### config.mk
export PLATFORM = sky130hd
export DESIGN_NAME = mem_arbiter
export DESIGN_NICKNAME = d
export VERILOG_FILES = /design/src/rtl/mem_arbiter.sv
export SDC_FILE = /design/constraint.sdc
export NUM_CORES = 1
export LEC_CHECK = 0
export CAP_MARGIN = 20
export CELL_PAD_IN_SITES_DETAIL_PLACEMENT = 1
export CELL_PAD_IN_SITES_GLOBAL_PLACEMENT = 2
export CORE_MARGIN = 4
export CORE_UTILIZATION = 10
export DETAILED_ROUTE_END_ITERATION = 12
export MAX_ROUTING_LAYER = met4
export PLACE_DENSITY = 0.95
export SYNTH_ARGS = -nofsm -noshare
export SYNTH_HDL_FRONTEND = slang
export SYNTH_SLANG_ARGS = --single-unit
### constraint.sdc
create_clock -name CLK -period 2.1 [get_ports CLK]
set_input_delay 0.42 -clock CLK [delete_from_list [all_inputs] [get_ports CLK]]
set_output_delay 0.42 -clock CLK [all_outputs]
set_load 0.02 [all_outputs]
### src/rtl/mem_arbiter.sv
// mem_arbiter: single-port RAM arbiter between instruction fetch and data load/store.
// Data has priority over fetch. Address and data are held on the RAM port until the
// RAM reports ACCESS, and a one-cycle hit goes back to the requester that completed.
// Optional build macro: MEM_ARBITER_STARVE_GUARD_EN adds a fetch starvation guard.
module mem_arbiter #(
  parameter int unsigned STARVE_LIMIT = 4,
  parameter int unsigned CNT_W        = 3
) (
  input  logic        CLK,
  input  logic        nRST,
  input  logic        iREN,
  input  logic [31:0] iaddr,
  output logic [31:0] iload,
  output logic        ihit,
  input  logic        dREN,
  input  logic        dWEN,
  input  logic [31:0] daddr,
  input  logic [31:0] dstore,
  output logic [31:0] dload,
  output logic        dhit,
  output logic        ramREN,
  output logic        ramWEN,
  output logic [31:0] ramaddr,
  output logic [31:0] ramstore,
  input  logic [31:0] ramload,
  input  logic [1:0]  ramstate
);

  localparam logic [1:0] RAM_ACCESS = 2'b10;
  localparam logic [1:0] RAM_ERROR  = 2'b11;

  typedef enum logic [1:0] {
    IDLE = 2'b00,
    DACC = 2'b01,
    IACC = 2'b10
  } state_e;

  // Reject a counter too narrow to reach the starvation limit.
  if ((32'd1 << CNT_W) <= STARVE_LIMIT) begin : g_cfg_check
    $error("mem_arbiter: CNT_W too small for STARVE_LIMIT");
  end

  state_e state_q, state_d;
  logic   starve_force;

`ifdef MEM_ARBITER_STARVE_GUARD_EN
  localparam logic [CNT_W-1:0] StarveMax = CNT_W'(STARVE_LIMIT);

  logic [CNT_W-1:0] starve_cnt_q, starve_cnt_d;

  assign starve_force = (starve_cnt_q == StarveMax) && iREN;

  // Count data completions that overtook a pending fetch; clear once the fetch is served.
  always_comb begin
    starve_cnt_d = starve_cnt_q;
    if (state_q == IACC && iREN && ramstate == RAM_ACCESS) begin
      starve_cnt_d = '0;
    end else if (state_q == IDLE && !iREN) begin
      starve_cnt_d = '0;
    end else if (state_q == DACC && (dREN || dWEN) && ramstate == RAM_ACCESS
                 && iREN && starve_cnt_q != StarveMax) begin
      starve_cnt_d = starve_cnt_q + CNT_W'(1);
    end
  end

  // Starvation counter register.
  always_ff @(posedge CLK or negedge nRST) begin
    if (!nRST) begin
      starve_cnt_q <= '0;
    end else begin
      starve_cnt_q <= starve_cnt_d;
    end
  end
`else
  assign starve_force = 1'b0;
`endif

  // Grant state register.
  always_ff @(posedge CLK or negedge nRST) begin
    if (!nRST) begin
      state_q <= IDLE;
    end else begin
      state_q <= state_d;
    end
  end

  // Next-state and RAM/requester outputs; everything is zero unless a grant drives it.
  always_comb begin
    state_d  = state_q;
    ramREN   = 1'b0;
    ramWEN   = 1'b0;
    ramaddr  = 32'h0;
    ramstore = 32'h0;
    iload    = 32'h0;
    ihit     = 1'b0;
    dload    = 32'h0;
    dhit     = 1'b0;

    case (state_q)
      IDLE: begin
        if (starve_force) begin
          state_d = IACC;
        end else if (dREN || dWEN) begin
          state_d = DACC;
        end else if (iREN) begin
          state_d = IACC;
        end
      end

      DACC: begin
        if (!(dREN || dWEN)) begin
          // Requester withdrew: release the RAM without a hit.
          state_d = IDLE;
        end else begin
          ramREN   = dREN;
          ramWEN   = dWEN;
          ramaddr  = daddr;
          ramstore = dstore;
          if (ramstate == RAM_ACCESS) begin
            dhit    = 1'b1;
            dload   = ramload;
            state_d = IDLE;
          end else if (ramstate == RAM_ERROR) begin
            state_d = IDLE;
          end
        end
      end

      IACC: begin
        if (!iREN) begin
          state_d = IDLE;
        end else begin
          ramREN  = 1'b1;
          ramaddr = iaddr;
          if (ramstate == RAM_ACCESS) begin
            ihit    = 1'b1;
            iload   = ramload;
            state_d = IDLE;
          end else if (ramstate == RAM_ERROR) begin
            state_d = IDLE;
          end
        end
      end

      default: begin
        state_d = IDLE;
      end
    endcase
  end

endmodule
==> impl_metrics.json <==
{
  "min-delay-path-class": "input port to async pin",
  "synthXorXnorAreaFrac": 0,
  "synth.top_cells.by_area": "sky130_fd_sc_hd__and2_1 (45%), sky130_fd_sc_hd__a22oi_1 (18%), sky130_fd_sc_hd__nor2b_1 (15%), sky130_fd_sc_hd__dfrtp_1 (3.6%), sky130_fd_sc_hd__ha_1 (3.6%)",
  "io_buffer_count": 266,
  "die_y_um": 125,
  "synth_adder_area_share": 0.0365,
  "total_number_of_yosys_warnings": 0,
  "grt_setup_unrepaired": "true",
  "critical_path_peak_fanout": 6,
  "cts_hold_repair.buffers": 0,
  "post-route-period-util": 1.04,
  "p_int_mw": 2.10,
  "grt_antenna_before_repair": 0,
  "avgRoutedWirePerCell_um": 18.0,
  "clock_tree_from_tritoncts": "yes",
  "grt_util_overall": 0.139,
  "report.final.hold_viol_count": 0,
  "rrSetupSlack_ps": 500,
  "placement_rows": 42,
  "synth_simple_gate_area_share": 0.640,
  "rr_startpoint": "state_q[0]",
  "die_area_um2": 15700,
  "crit_arrival_ps": 1750,
  "layout_min_cycle_time_ps": 2170,
  "worst-setup-path-type": "register to output pin",
  "gp_congestion": 0.827,
  "first_pass_iters": 4,
  "ys_ff_latch": 2,
  "power-per-cell-area_nw_per_um2": 667,
  "violations_in_the_final_reports": "setup timing",
  "grt_max_degree": 26,
  "tritoncts.num_buffers": 3,
  "synth_compound_area_frac": 0.205,
  "setup_ws_ps": -74.3,
  "placement.setup.worst_slack_ps": -638,
  "seq_area_frac_synth": 0.0365,
  "synth.lib_cells_used.distinct": 22,
  "drcViolationCount": 0,
  "clock_tree.htree_level_count": 1,
  "largest_family_of_logic_cells_by_synthesized_area": "simple AND/OR/NAND/NOR gates",
  "mostFrequentLayoutCells": "sky130_fd_sc_hd__clkdlybuf4s50_1 (129), sky130_fd_sc_hd__buf_6 (99), sky130_fd_sc_hd__and2_4 (81)",
  "grt_remaining_overflow": 0,
  "count_of_nets_left_with_antenna_violations_after_detail_routing": 0,
  "detailedRoute.firstIterationViolations": 25,
  "critical_path.endpoint": "ramaddr[28]",
  "max_freq_mhz": 460,
  "route.vias.total": 2727,
  "most_common_library_cell_in_the_layout_ignoring_fill_and_taps": "sky130_fd_sc_hd__clkdlybuf4s50_1",
  "maxCapViolCount": 0,
  "routed_via_count_divided_by_cell_count": 4.03,
  "max_flop_register": "state_q",
  "vdd_ir_drop_max_uv": 249,
  "wire_length_of_the_first_global_routing_pass_um": 16900,
  "antenna_cells": 0,
  "power_switching_mw": 1.47,
  "initial_cell_density_of_the_core": 0.103,
  "fin_setup_tns_ps": -790,
  "cp-startpoint": "state_q[0]",
  "path_clk_slew_ps": 30,
  "timing.critical_path.required_ps": 1680,
  "wl_um": 12200,
  "drive_above_1_share": 0.616,
  "cts_num_sinks": 2,
  "run_status": "complete, but fails checks",
  "dieWidth_um": 125,
  "actual_transition_at_the_worst_max_transition_pin_ps": 382,
  "worst_clock_skew_ps": 2.84,
  "design.core.area_um2": 13300,
  "post_synth_inst_count": 206,
  "post-synth-top-area-cell": "sky130_fd_sc_hd__and2_1",
  "floorplan.io_pins": 267,
  "comb_power_share": 0.900,
  "post_synth_mux_area_share": 0,
  "slew_viol_final": 0,
  "finalNetCount": 641,
  "first_global_vias": 3015,
  "hold_slack_ps": 364,
  "yosysTopAreaCellShare": 0.447,
  "share_seq_of_total_power": 0.019,
  "avgSynthCellArea_um2": 6.66,
  "syn-cell-area_um2": 1370,
  "depth_of_the_worst_register_to_register_path": 6,
  "power.share.switching": 0.411,
  "finalSetupViolCount": 26,
  "largest_register_ff_count": 2,
  "area_growth_pct": 289,
  "mappedNetlistNets": 345,
  "biggestRegsByFlops": "state_q (2)",
  "ff_to_ff_end": "state_q[0]",
  "clkPwrFrac": 0.081,
  "timing.max_slew.rel_slack": 0.742,
  "ctsRootBufferMaster": "sky130_fd_sc_hd__clkbuf_16",
  "clock_path_buffers": 2,
  "utilization": 0.400,
  "worstSkewPairLatency_ps": 220,
  "worst_setup_path_end_kind": "output pin",
  "p_leak_nw": 2.33,
  "place_hpwl_um": 8710,
  "critical_path.startpoint_type": "register"
}
cell usage after synthesis:
library cell and number:
sky130_fd_sc_hd__nor3b_2 1, sky130_fd_sc_hd__dfrtp_1 2, sky130_fd_sc_hd__buf_2 7, sky130_fd_sc_hd__clkbuf_2 2, sky130_fd_sc_hd__o32ai_1 1, sky130_fd_sc_hd__a211oi_2 1, sky130_fd_sc_hd__buf_6 2, sky130_fd_sc_hd__o21ai_0 1
sky130_fd_sc_hd__nand2b_1 1, sky130_fd_sc_hd__nor4bb_1 1, sky130_fd_sc_hd__inv_1 3, sky130_fd_sc_hd__nor2_1 3, sky130_fd_sc_hd__and2_1 98, sky130_fd_sc_hd__a21boi_0 1, sky130_fd_sc_hd__ha_1 4, sky130_fd_sc_hd__a22oi_1 32
sky130_fd_sc_hd__o21a_1 1, sky130_fd_sc_hd__nand4b_1 1, sky130_fd_sc_hd__nor2b_1 32, sky130_fd_sc_hd__nand2_1 2, sky130_fd_sc_hd__clkbuf_1 9, sky130_fd_sc_hd__nor4b_1 1
per-stage QoR:
stage                     cells  total power, mW  cell area, um^2
after global routing        676             3.78             5340
after floorplan             206             1.21             1370
after CTS                   672             3.31             4760
final                       676             3.56             5340
after detailed placement    645             2.47             4360
after global placement      645             2.42             4360
metal layers:
metal	wire length [um]	track usage	part of all wire	vias to the layer above
li1	-	-	-	1271
met1	4470	0.142	0.37	1270
met2	6680	0.273	0.55	180
met3	953	0.0350	0.078	6
met4	75	0.0147	0.0062	0
met5	0	-	0	-
power groups by stage:
| stage | Sequential, mW | Combinational [mW] | Clock [mW] |
|---|---|---|---|
| final | 0.0660 | 3.21 | 0.288 |
| after global routing | 0.0679 | 3.41 | 0.302 |
| after CTS | 0.0660 | 2.95 | 0.295 |
| after detailed placement | 0.0614 | 2.41 | 0 |
| after global placement | 0.0602 | 2.36 | 0 |
| after floorplan | 0.0600 | 1.15 | 0 |
cell families (layout without fill, tap and decap cells):
group                      count (synthesis)  in the layout
AOI/OAI and AO/OA                         37             37
and+or+nand+nor                          140            140
buffers and inverters                     23            317
DFF                                        2              2
adders and majority gates                  4              4
how the worst min path moves through the flow:
stage                       to  from  slack (ps)
floorplan           state_q[0]  nRST         120
finish              state_q[1]  nRST         360
CTS                 state_q[1]  nRST         360
global placement    state_q[0]  nRST         590
detailed placement  state_q[0]  nRST         600
global route        state_q[0]  nRST         370
critical path: stages (launching register included):
cell	delay (ps)
sky130_fd_sc_hd__dfrtp_1	400
sky130_fd_sc_hd__buf_6	130
sky130_fd_sc_hd__ha_4	160
sky130_fd_sc_hd__o21a_4	150
sky130_fd_sc_hd__buf_12	150
sky130_fd_sc_hd__clkbuf_16	160
sky130_fd_sc_hd__a22oi_2	150
sky130_fd_sc_hd__nor2b_1	70
sky130_fd_sc_hd__buf_4	160
area by class of cell:
| class | instances | area (um^2) |
|---|---|---|
| flip-flops and latches | 2 | 50.0 |
| multi-input cells | 181 | 1660 |
| inverters | 3 | 11.3 |
| repair buffers | 311 | 3320 |
| clock buffers | 3 | 75.1 |
| well taps | 176 | 220 |
| fillers | 1502 | 8010 |
timing repair:
action | 4_1_cts | 5_1_grt
setup buffers | 16 | 8
pin swaps | 21 | 47
endpoints found under the setup margin | 132 | 130
gates cloned | 9 | 3
gates resized for setup | 710 | 191
Note: power is estimated with default switching activity, not from simulation.
==> patch 1: new RTL, same settings <==
The 3 states of `state_e` get a one-hot encoding in 3 bits.
--- a/src/rtl/mem_arbiter.sv
+++ b/src/rtl/mem_arbiter.sv
@@ -31,6 +31,6 @@
 
-  typedef enum logic [1:0] {
-    IDLE = 2'b00,
-    DACC = 2'b01,
-    IACC = 2'b10
+  typedef enum logic [2:0] {
+    IDLE = 3'b001,
+    DACC = 3'b010,
+    IACC = 3'b100
   } state_e;
Check against the original RTL: no difference found for any inputs over 10 cycles, from zero or initial values and one cycle with nRST low; not proved beyond that.
==> patch 1 against the original RTL <==
- critical endpoint is now ramaddr[14]
- synthesized area fell by 13%
- the run still ends with negative setup slack left
- cell area fell by 2.9%
- largest power group unchanged
- setup slack got worse by 33 ps
- global-route usage rose by 0.76 points
- wire length fell by 5.0%
- via count fell by 8.3%
- total power fell by 29%
- sequential share of layout area rose by 0.56 points
- sequential cell count rose by 1
==> patch 1: results (changes against the original RTL) <==
# setup viols final: 73 (+180%)
CP endpoint: ramaddr[14]
# placed instances: 578 (-10%)
P&R area growth vs syn: 334.5%
Largest regs: state_q x3
Post-Syn Instances: 167 (-19%)
Violated checks: negative setup slack
Worst slew pin tran: 280.7 ps (-101.5 ps)
Met2 wire len: 6453 um (-3.3%)
M1 WL: 4054 um (-9.3%)
Reg2Reg Depth: 5 (-1)
Leakage: 2.354 nW (+1.1%)
Vias per cell: 4.087 (+1.3%)
Reg-to-Reg End: state_q[0]
Most common library cells after synthesis: and2_1 (96), a22o_1 (32), buf_2 (8), clkbuf_1 (5), a21oi_1 (4)
Routability congestion estimate: 0.7583 (-8.3%)
Sequential share of the synthesized area: 6.401% (+2.8 points)
1st-iter DRT viols: 69 (+180%)
Layout cells sized above 1: 59.83% (-1.8 points)
Outcome: complete, but fails checks
Drt wl/cell: 18.90 um (+4.9%)
CP delay by family, top: flip-flops
Slowest stage cell, crit path: dfstp_2
Max incr delay on CP: 570 ps (+170 ps)
Largest net degree at the start of global routing: 34 (+31%)
Crit-path max FO: 7 (+1)
Top cells by area, synth: and2_1 (50%), a22o_1 (24%), dfrtp_1 (4.2%)
Worst slack, placed: -762.9 ps (-124.6 ps)
Antenna violations before repair: 1 (+1)
Final setup TNS: -4346 ps (-3556 ps)
VDD IR-drop max: 0.2741 mV (+10%)
Layout fillers: 1249 (-17%)
Met1 GRT Util: 15.03% (+0.84 points)
Met3 GRT Util: 2.776% (-0.72 points)
Fin Hold WS: 396.4 ps (+32.79 ps)
CP Launch Point: state_q[0]
Logic power comb: 2.11 mW (-34%)
Net Count, Synth: 302 (-12%)
Tot GR Track Use: 14.62% (+0.76 points)
Final worst setup slack: -107.5 ps (-33.28 ps)
Setup bufs post-CTS: 14 (-2)
Final wirelength: 11570 um (-5.0%)
Number of global-route vias before repair: 2739 (-9.2%)
Post-Place Cell Area: 4163 sq um (-4.4%)
Final net count: 604 (-5.8%)
# resized after CTS: 772 (+8.7%)
Met3 routed WL: 935 um (-1.9%)
Worst clock skew: 1.557 ps (-1.286 ps)
patch 1: cell types whose count changed after synthesis, moves of 2 or more:
cell	change
a21oi_1	+4
a22o_1	+32
a22oi_1	-32
and2_1	-2
buf_4	+3
buf_6	-2
clkbuf_1	-4
clkbuf_2	-2
ha_1	-4
inv_1	-3
nor2_1	-2
nor2b_1	-30
patch 1: cells by family after synthesis:
| family | count (synthesis) | share of synthesized area (%) |
|---|---|---|
| muxes | 1 | 0.9443 |
| buffers and inverters | 16 | 6.821 |
| AOI/OAI and AO/OA | 37 | 25.81 |
| DFF | 3 | 6.401 |
| and+or+nand+nor | 110 | 60.02 |
patch 1: final cells by class:
type	count	area share [%]
clock buffers	4	1.521
well taps	143	3.453
repair buffers	313	68.17
multi-input cells	148	25.31
flip-flops and latches	3	1.497
diodes	1	0.04830
==> patch 2: new RTL, same settings <==
Made on the original files. The option `MEM_ARBITER_STARVE_GUARD_EN` is turned on by a define.
--- a/src/rtl/mem_arbiter.sv
+++ b/src/rtl/mem_arbiter.sv
@@ -4,2 +4,4 @@
 // Optional build macro: MEM_ARBITER_STARVE_GUARD_EN adds a fetch starvation guard.
+`define MEM_ARBITER_STARVE_GUARD_EN
+
 module mem_arbiter #(
Function: changed (a bounded check fails within 10 cycles, from zero or initial values and one cycle with nRST low).
==> patch 2 against the original RTL <==
- the flow still finishes with violations (negative setup slack)
- wire length increased by 7.0%
- sequential cell count increased by 3
- total power increased by 11%
- critical endpoint is now ramaddr[2]
- via count increased by 7.6%
- highest routed layer unchanged
- count of clock-buffer cells in the layout increased by 1
- cell area increased by 0.54%
- synthesized area increased by 20%
- setup slack got worse by 110 ps
==> patch 2: results (changes against the original RTL) <==
Outcome: complete, but fails checks
Violated checks: negative setup slack
# setup viols final: 97 (+270%)
Largest regs: starve_cnt_q x3, state_q x2
Crit path DAT: 1870 ps (+120 ps)
Grt met2 use: 25.76% (-1.5 points)
First-pass GRT wire length: 18320 um (+8.3%)
Ant. Diodes: 0 (unchanged)
# placed instances: 709 (+9.9%)
Leakage: 2.345 nW (+0.69%)
XOR/XNOR Fraction of Synth Area: 0% (unchanged)
Clock-pin slew on the worst setup and hold paths: 30 ps (about the same)
Layout cells sized above 1: 47.46% (-14 points)
Root Buffer: clkbuf_16
Final net count: 673 (+5.0%)
H-tree levels: 1 (unchanged)
Tightest Hold Check Type: in -> async
Mux share of post-synthesis cell area: 1.220% (+1.2 points)
Number of global-route vias before repair: 3234 (+7.3%)
Worst slack, placed: -571.7 ps (+66.60 ps)
PortBufs: 266 (unchanged)
Crit-path max FO: 5 (-1)
Worst clock skew: 1.324 ps (-1.519 ps)
Adder-Cell Fraction of Synth Area: 4.573% (+0.93 points)
# resized after CTS: 702 (-1.1%)
Post-Layout Cell Count: 747 (+11%)
Net Count, Synth: 372 (+7.8%)
Post-Syn Instances: 231 (+12%)
Setup bufs post-CTS: 20 (+4)
Vias per cell: 3.929 (-2.6%)
Synth Area in Compound Gates: 19.74% (-0.77 points)
Routability congestion estimate: 0.7270 (-12%)
Layout fillers: 1875 (+25%)
VDD IR-drop max: 0.3918 mV (+57%)
TritonRoute pass-1 iters: 4 (unchanged)
Library cells used by synthesis: 33 (+50%)
CP delay by family, top: buffers and inverters
Cts bufs inserted: 3 (unchanged)
Pint: 2.310 mW (+10%)
Tot GR Track Use: 13.05% (-0.80 points)
Average size of a mapped cell: 7.106 sq um (+6.7%)
Post-DP HPWL: 9213 um (+5.8%)
Final setup TNS: -5510 ps (-4720 ps)
Final worst setup slack: -187.5 ps (-113.3 ps)
1st-iter DRT viols: 51 (+100%)
Logic power comb: 3.50 mW (+9.0%)
Final wirelength: 13030 um (+7.0%)
Clk power: 0.314 mW (+9.0%)
Largest net degree at the start of global routing: 34 (+31%)
Met3 GRT Util: 2.702% (-0.80 points)
Synthesis Warnings: 0 (unchanged)
Met1 GRT Util: 13.19% (-1.0 points)
Sequential share of the synthesized area: 7.622% (+4.0 points)
Top cells by area, synth: and2_1 (37%), a22oi_1 (15%), nor2b_1 (12%)
Most common library cells after synthesis: and2_1 (98), a22oi_1 (32), nor2b_1 (32), clkbuf_2 (7)
Combinational Power Share: 88.6% (-1.4 points)
Max transition margin: 77.48% (+3.3 points)
Post-Place Cell Area: 4653 sq um (+6.8%)
## patch 2: final cells by class
type | count | area, sq um | area share (%)
Timing Repair Buffer | 317 | 3216 | 59.92
Multi-Input combinational cell | 199 | 1647 | 30.68
Sequential cell | 5 | 125.1 | 2.332
Clock buffer | 4 | 78.83 | 1.469
Inverter | 6 | 30.03 | 0.5596
Tap cell | 216 | 270.3 | 5.036
## patch 2: final timing paths
| check | to | slack (ps) | cells past startpoint |
|---|---|---|---|
| setup / recovery | ramaddr[2] | -190 | 9 |
| hold / removal | starve_cnt_q[2] | 430 | 1 |
| setup reg to reg | starve_cnt_q[2] | 390 | 9 |
| hold reg to reg | starve_cnt_q[0] | 560 | 2 |
| max in group asynchronous | starve_cnt_q[1] | 1460 | 1 |
| min in group CLK | starve_cnt_q[0] | 560 | 2 |
## patch 2: metal layers
metal  part of all wire [%]  up-vias  wire [um]
met2                     56      142       7345
met5                      0        -          0
met3                    7.5       14        982
li1                       -     1378          -
met1                     35     1401       4562
met4                    1.1        0        140
